<file path="src/rtl/uart_rx_cozucu.sv">
// uart_rx_cozucu: UART frame decoder with mid-bit sampling, optional parity, valid/ready output
// Ports:
//   clk_i, rstn_i            clock, asynchronous active-low reset
//   baud_div_i               clocks per bit (values below 4 act as 4), captured at start edge
//   eslik_en_i, eslik_tek_i  parity enable / odd select, captured at start edge
//   rx_i                     asynchronous serial line, idle high
//   veri_o, veri_gecerli_o,  received byte and its valid flag, released by veri_hazir_i
//   veri_hazir_i
//   cerceve_hata_o           1-cycle pulse: stop bit sampled low
//   eslik_hata_o             1-cycle pulse: parity mismatch
//   tasma_o                  1-cycle pulse: byte lost because previous one still pending
//   mesgul_o                 receiver busy with a frame
module uart_rx_cozucu #(
    parameter int SYNC_STAGES  = 2,
    parameter int KARAKTER_BIT = 8
) (
    input  logic                    clk_i,
    input  logic                    rstn_i,
    input  logic [15:0]             baud_div_i,
    input  logic                    eslik_en_i,
    input  logic                    eslik_tek_i,
    input  logic                    rx_i,
    output logic [KARAKTER_BIT-1:0] veri_o,
    output logic                    veri_gecerli_o,
    input  logic                    veri_hazir_i,
    output logic                    cerceve_hata_o,
    output logic                    eslik_hata_o,
    output logic                    tasma_o,
    output logic                    mesgul_o
);
    localparam int IW = KARAKTER_BIT > 1 ? $clog2(KARAKTER_BIT) : 1;

    typedef enum logic [2:0] {BOSTA, BASLA, VERI, ESLIK, DUR} durum_t;

    durum_t                  durum, durum_n;
    logic [SYNC_STAGES-1:0]  sync;
    logic                    rx_s, rx_d;
    logic [15:0]             sayac, bolen, d_eff;
    logic                    en_r, tek_r, par_bit;
    logic [IW-1:0]           bit_idx;
    logic [KARAKTER_BIT-1:0] veri_sh;
    logic                    tick, bas_kenar, son_bit, bitis, par_ok, bekleyen;
    logic                    ce, pe, ov, yukle;

    assign rx_s      = sync[SYNC_STAGES-1];
    assign d_eff     = baud_div_i < 16'd4 ? 16'd4 : baud_div_i;
    assign tick      = (durum != BOSTA) && (sayac == 16'd0);
    assign bas_kenar = (durum == BOSTA) && rx_d && !rx_s;
    assign son_bit   = bit_idx == IW'(KARAKTER_BIT - 1);
    assign mesgul_o  = durum != BOSTA;

    // Stop-sample outcome, first matching rule wins: framing, parity, overrun, load.
    assign bitis    = (durum == DUR) && tick;
    assign par_ok   = !en_r || (par_bit == (^veri_sh ^ tek_r));
    assign bekleyen = veri_gecerli_o && !veri_hazir_i;
    assign ce       = bitis && !rx_s;
    assign pe       = bitis && rx_s && !par_ok;
    assign ov       = bitis && rx_s && par_ok && bekleyen;
    assign yukle    = bitis && rx_s && par_ok && !bekleyen;

    always_ff @(posedge clk_i or negedge rstn_i) begin
        if (!rstn_i) begin
            durum <= BOSTA;
            sync  <= '1;
            rx_d  <= 1'b1;
        end else begin
            durum <= durum_n;
            sync  <= {sync[SYNC_STAGES-2:0], rx_i};
            rx_d  <= rx_s;
        end
    end

    always_comb begin
        durum_n = durum;
        case (durum)
            BOSTA:   durum_n = bas_kenar ? BASLA : BOSTA;
            BASLA:   durum_n = !tick ? BASLA : (rx_s ? BOSTA : VERI);
            VERI:    durum_n = !(tick && son_bit) ? VERI : (en_r ? ESLIK : DUR);
            ESLIK:   durum_n = tick ? DUR : ESLIK;
            DUR:     durum_n = tick ? BOSTA : DUR;
            default: durum_n = BOSTA;
        endcase
    end

    always_ff @(posedge clk_i or negedge rstn_i) begin
        if (!rstn_i) begin
            sayac          <= '0;
            bolen          <= 16'd4;
            en_r           <= 1'b0;
            tek_r          <= 1'b0;
            par_bit        <= 1'b0;
            bit_idx        <= '0;
            veri_sh        <= '0;
            veri_o         <= '0;
            veri_gecerli_o <= 1'b0;
            cerceve_hata_o <= 1'b0;
            eslik_hata_o   <= 1'b0;
            tasma_o        <= 1'b0;
        end else begin
            // Half-bit initial load puts every later tick at mid-bit.
            if (bas_kenar) begin
                sayac <= (d_eff >> 1) - 16'd1;
                bolen <= d_eff;
                en_r  <= eslik_en_i;
                tek_r <= eslik_tek_i;
            end else if (tick) begin
                sayac <= bolen - 16'd1;
            end else if (durum != BOSTA) begin
                sayac <= sayac - 16'd1;
            end
            if (tick && durum == BASLA)
                bit_idx <= '0;
            if (tick && durum == VERI) begin
                veri_sh[bit_idx] <= rx_s;
                bit_idx          <= bit_idx + IW'(1);
            end
            if (tick && durum == ESLIK)
                par_bit <= rx_s;
            if (yukle)
                veri_o <= veri_sh;
            veri_gecerli_o <= yukle || bekleyen;
            cerceve_hata_o <= ce;
            eslik_hata_o   <= pe;
            tasma_o        <= ov;
        end
    end
endmodule

</file>
<file path="config.mk">
export PLATFORM = sky130hd
export DESIGN_NAME = uart_rx_cozucu
export DESIGN_NICKNAME = d
export VERILOG_FILES = /design/src/rtl/uart_rx_cozucu.sv
export SDC_FILE = /design/constraint.sdc
export NUM_CORES = 1
export LEC_CHECK = 0
export CAP_MARGIN = 0
export CORE_MARGIN = 1.5
export CORE_UTILIZATION = 43
export CTS_BUF_LIST = sky130_fd_sc_hd__clkbuf_4
export DETAILED_ROUTE_END_ITERATION = 16
export HOLD_SLACK_MARGIN = 0.06
export SYNTH_ARGS = -nofsm -noshare
export SYNTH_HDL_FRONTEND = slang
export SYNTH_SLANG_ARGS = --single-unit
export TNS_END_PERCENT = 1
</file>
<file path="constraint.sdc">
create_clock -name clk_i -period 5.47 [get_ports clk_i]
set_input_delay 0.8205 -clock clk_i [delete_from_list [all_inputs] [get_ports clk_i]]
set_output_delay 0.8205 -clock clk_i [all_outputs]
set_load 0.005 [all_outputs]
</file>
==> key figures, run 1 <==
Timing
  • Relative slew slack: 0.187
  • Fin Clk Skew: 9.28 ps
  • Fin. Hold Viols: 0
  • Final Cycle Share: 0.710
  • Achievable Freq: ~260 MHz
  • Worst Max-Slew Pin Slew: between 1000 and 1500 ps
  • Post-route minimum period: between 3000 and 4000 ps
  • TNS Setup: 0 ps
  • Final Setup Violations: 0
  • Max-slew violation count: 0
  • RSZ-0062 raised after global routing: false

Finish
  • Non-filler cells, final: roughly 500
  • Share of cells above drive strength 1: 0.132
  • NumNets Final: roughly 420
  • Commonest non-fill, non-tap cell in the layout: nand2_1
  • Highest-count cells in the layout ignoring fill and taps: nand2_1 (86), dfrtp_1 (60), clkdlybuf4s50_1 (33)
  • Ant diodes: 0
  • Area grow syn2layout: 17.6%

Global routing
  • First-pass GRT wire length: between 10000 and 15000 um
  • Initial antenna violation count: 0
  • Grt ovf: 0
  • Largest net degree at the start of global routing: 65
  • Tot GR Track Use: 0.201
  • Vias in the first global route: 2635

Synthesis
  • Post-synthesis simple-gate area fraction: 0.262
  • Compound-cell area share of the yosys netlist: 0.102
  • Syn Nets: between 300 and 400
  • Post-synth top flop: dfrtp_1
  • Combinational family with the most area after synthesis: simple AND/OR/NAND/NOR gates
  • Gate count of the mapped netlist: 364
  • EDFF count, synth: 0
  • Post-synthesis mux area share: 0.0697
  • Post-synth cell types: 54
  • Ys Warns: 0
  • #FFs+latches synth: 64
  • Synth Area in Adders: 0.0111
  • XOR/XNOR share of the synthesized area: 0.0493
  • Synthesized area: roughly 3400 um^2
  • Post-synthesis sequential area ratio: 0.476
  • Ys async rst share: 1.00
  • Avg Inst Size Synth: around 9.3 um^2

Clocking
  • H-tree depth: 3
  • Total clock sinks: 64
  • # resized after CTS: 0
  • Number of post-CTS setup repair buffers: 0
  • CTS tree: built
  • CTS Buffer Depth: 2
  • Root buffer cell: clkbuf_4
  • Hold_buf cts: 0
  • Clock Latency Late Sink: about 400 ps
  • CTS buffer count: 9
  • Clock-pin slew on the worst setup and hold paths: about 120 ps

Place
  • Placed cells: approximately 490
  • Port Buf Inserts: 34
  • Gpl congestion: 0.871
  • Dpl hpwl: 5530 um

Job
  • Total of max-cap violations: 0

Worst setup path
  • CP Capture Type: register
  • Critical Path RT: between 5000 and 6000 ps
  • Max FO, Critical Path: 5
  • Arrival time worst endpoint: 4120 ps
  • CP Launch Type: input port
  • Setup CP Type: input port to register

Floorplan
  • Io pins: 35
  • Die area: roughly 8400 um^2
  • Rows: 32
  • Die Span X: around 90 um
  • Die Span Y: between 90 and 100 um
  • Starting density of the core: 0.441
  • Core area: approximately 7600 um^2

Detailed routing
  • Final wirelength: 7900 um
  • Via Count: 2731
  • Number of detailed-route iterations in the first pass: 5
  • Drc violations: 0
  • Routed Antenna Nets: 0
  • DR iter-0 viols: 119
  • Routed vias/inst: between 5 and 6
  • WL/cell: 15.7 um

Pwr
  • Cell Pwr Density: ~350 nW/um^2
  • Leak: ~1.7 nW
  • Peak supply drop: between 0.15 and 0.2 mV

Run status
  • Outcome: finished, final reports clean

Min path
  • Hold Crit Class: register to register
registers in the layout, summed over array words and instances (netlist names), 2 cells and up:
name	count
bolen	16
sayac	16
veri_o	8
veri_sh	8
bit_idx	3
durum	3
sync	2
worst paths after layout:
| path | depth (start not counted) | end | slack (ps) | start |
|---|---|---|---|---|
| max | 12 | sayac[14] | 1590 | baud_div_i[15] |
| min | 0 | sync[1] | 370 | sync[0] |
| max reg2reg | 10 | sayac[14] | 1870 | durum[0] |
| min reg2reg | 0 | sync[1] | 370 | sync[0] |
| max in group asynchronous | 2 | bolen[0] | 4350 | rstn_i |
| min in group asynchronous | 2 | tasma_o | 570 | rstn_i |
through the flow:
step / hold slack [ps] / area [um^2] / setup WS, ps / power (W) / utilization
after CTS: 373 / 3970 / 1680 / 0.00139 / 0.519
after detailed placement: 354 / 3780 / 1250 / 0.000969 / 0.495
after global routing: 375 / 3970 / 1380 / 0.00147 / 0.519
after floorplan: 345 / 3380 / 2420 / 0.000872 / -
final: 369 / 3970 / 1590 / 0.00139 / 0.519
after global placement: 351 / 3780 / 1440 / 0.000964 / 0.495
final cells by class:
cell class | count | area, um^2
Clock buffer | 9 | 67.6
Clock inverter | 7 | 119
Fill cell | 723 | 3680
Inverter | 4 | 15.0
Multi-Input combinational cell | 279 | 1670
Sequential cell | 64 | 1610
Tap cell | 102 | 128
Timing Repair Buffer | 38 | 365
power by group:
| group | leakage [nW] | switching [W] | internal, W |
|---|---|---|---|
| Combinational | 0.802 | 0.000175 | 0.000144 |
| Sequential | 0.803 | 0.0000883 | 0.000558 |
| Clock | 0.0942 | 0.000188 | 0.000232 |
cell families after synthesis:
kind of cell | Yosys count
AND/OR/NAND/NOR | 181
XOR/XNOR | 19
adder cells (fa/ha/maj) | 3
buffers and inverters | 21
multiplexers | 21
flip-flops | 64
AO/OA/AOI/OAI | 55
synthesized netlist by cell type, types with 4 or more instances:
master,instances,area (um^2)
nor2_1,32,120
mux2_2,20,225
dfrtp_1,60,1500
nor3_1,9,45.0
nand2_1,86,323
xor2_1,5,43.8
nand4_1,6,37.5
a21oi_1,14,70.1
dfstp_2,4,105
a31oi_1,4,25.0
nor3b_1,4,30.0
nor4_1,8,50.1
clkbuf_1,13,48.8
nor2b_1,6,37.5
o21ai_0,16,80.1
nand3_1,10,50.1
xnor2_1,14,123
metal layers:
layer,vias to the layer above,track usage,wire [um]
met5,-,0,0
met4,0,0.0872,134
met3,11,0.0394,332
met2,76,0.328,3810
met1,1312,0.260,3630
li1,1332,-,-
worst max-delay path: stages:
cell	delay (ps)
clkdlybuf4s50_1	450
nor4_1	610
nand4_1	230
and3_1	270
a221o_1	280
inv_1	60
ha_1	140
o21ai_0	180
nand4b_1	370
nor4_1	420
xor2_1	180
o21ai_0	100
(Power assumes the default switching activity.)
==> run 2: changes to the inputs <==
==> constraint.sdc (replaced) <==
create_clock -name clk_i -period 3.7 [get_ports clk_i]
set_input_delay 0.555 -clock clk_i [delete_from_list [all_inputs] [get_ports clk_i]]
set_output_delay 0.555 -clock clk_i [all_outputs]
set_load 0.005 [all_outputs]
==> key figures, run 2 (synthesis results as in run 1) <==
Finish
  • Register area: approximately 1600 um^2
  • Highest-count cells in the layout ignoring fill and taps: nand2_1 (86), dfrtp_1 (60), clkdlybuf4s50_1 (33)
  • Layout fillers: 745
  • NumNets Final: ~430
  • Share of cells above drive strength 1: 0.150
  • Design area: 4000 um^2
  • Commonest non-fill, non-tap cell in the layout: nand2_1
  • Area grow syn2layout: 18.5%
  • Ant diodes: 0
  • Area of the multi-input gates: 1670 um^2
  • Biggest regs: bolen (16), sayac (16)

Timing
  • Fin Clk Skew: between 10 and 15 ps
  • Relative slew slack: 0.631
  • Worst Max-Slew Pin Slew: ~550 ps
  • Hold slack: ~120 ps
  • Final Cycle Share: 0.834
  • TNS Setup: 0 ps
  • Achievable Freq: ~320 MHz
  • Fin. Hold Viols: 0
  • RSZ-0062 raised after global routing: false
  • Max-slew violation count: 0
  • Post-route minimum period: between 3000 and 4000 ps
  • Final Setup Violations: 0

Detailed routing
  • Number of detailed-route iterations in the first pass: 5
  • Routed vias/inst: approximately 5.4
  • Routed Antenna Nets: 0
  • WL/cell: roughly 16 um
  • Via Count: roughly 2700
  • Final wirelength: roughly 8000 um
  • Drc violations: 0
  • DR iter-0 viols: approximately 140

Clocking
  • Clock-pin slew on the worst setup and hold paths: about 110 ps
  • Number of post-CTS setup repair buffers: 0
  • Clock Latency Late Sink: 400 ps
  • CTS buffer count: 9
  • Total clock sinks: between 60 and 70
  • Root buffer cell: clkbuf_4
  • CTS Buffer Depth: 2
  • H-tree depth: 3
  • # resized after CTS: 0
  • Hold_buf cts: 0
  • CTS tree: built

Global routing
  • Largest net degree at the start of global routing: 40
  • Grt ovf: 0
  • Tot GR Track Use: 0.212
  • Initial antenna violation count: 0
  • Vias in the first global route: 2781
  • First-pass GRT wire length: 13800 um

Place
  • Dpl hpwl: roughly 5800 um
  • Port Buf Inserts: 34
  • Gpl congestion: 0.916
  • Post-DP Area: between 3000 and 4000 um^2

Worst setup path
  • Worst-path cell chain: nor3_4 > inv_2 > nor2_2 > buf_4 > a311oi_1 > or2_2 > ha_1 > o21ai_0 > nand4b_1 > buf_4 > nor2_1 > xor2_1 > a21oi_1
  • Arrival time worst endpoint: 3420 ps
  • Setup CP Type: register to register
  • CP bufs+invs: 3
  • CP Capture Type: register
  • Max FO, Critical Path: 23
  • Max incr delay on CP: between 500 and 600 ps
  • CP Launch Type: register
  • Critical Path RT: 4040 ps
  • Slowest cell on the critical path: dfrtp_1
  • Most used cell, CP: buf_4
  • Delay-heaviest family, CP: simple AND/OR/NAND/NOR gates

Job
  • Total of max-cap violations: 0

Floorplan
  • Die Span X: 91.6 um
  • Die Span Y: 91.6 um
  • Die area: 8390 um^2
  • Io pins: 35
  • Starting density of the core: 0.441
  • Core area: approximately 7600 um^2
  • Rows: 32

Pwr
  • Peak supply drop: around 0.23 mV
  • Leak: between 1.5 and 2 nW
  • Cell Pwr Density: 500 nW/um^2

Min path
  • Hold Crit Class: input port to asynchronous set/reset pin

Run status
  • Outcome: finished, final reports clean
-- run 2: path summary, 6_finish.rpt --
kind                                from             end  slack (ps)  cells past startpoint
worst max-delay path            durum[0]       sayac[10]         610                     13
worst min-delay path              rstn_i  veri_gecerli_o         120                      1
worst max register to register  durum[0]       sayac[10]         610                     13
worst min register to register   sync[0]         sync[1]         370                      0
max in group asynchronous         rstn_i         sync[0]        2640                      2
min in group clk_i               sync[0]         sync[1]         370                      0
-- run 2: where the power goes --
group | leakage, nW | switching [W] | internal (W) | total [W]
clock | 0.0863 | 0.000277 | 0.000275 | 0.000552
sequential | 0.803 | 0.000128 | 0.000824 | 0.000953
combinational | 0.837 | 0.000265 | 0.000232 | 0.000496
total | 1.73 | 0.000670 | 0.00133 | 0.00200
-- run 2: final cells by class --
cell class | instances | share of cell area
tap | 102 | 0.0319
clock inverter | 7 | 0.0238
timing repair buffer | 45 | 0.104
sequential | 64 | 0.402
clock buffer | 9 | 0.0169
inverter | 4 | 0.00375
multi-input combinational | 279 | 0.418
-- run 2: metal layers --
layer  track usage  routed length (um)
met5             0                   0
met4        0.0742                 136
met1         0.288                3620
met2         0.335                3820
met3        0.0444                 383
-- run 2: per-stage QoR --
step | worst slack [ps] | utilization | total power (W) | std cells
2_1_floorplan | 799 | - | 0.00129 | 364
3_3_place_gp | 422 | 0.502 | 0.00145 | 494
3_5_place_dp | 339 | 0.502 | 0.00146 | 494
4_1_cts | 595 | 0.523 | 0.00201 | 510
5_1_grt | 313 | 0.523 | 0.00213 | 510
6_report | 615 | 0.523 | 0.00200 | 510
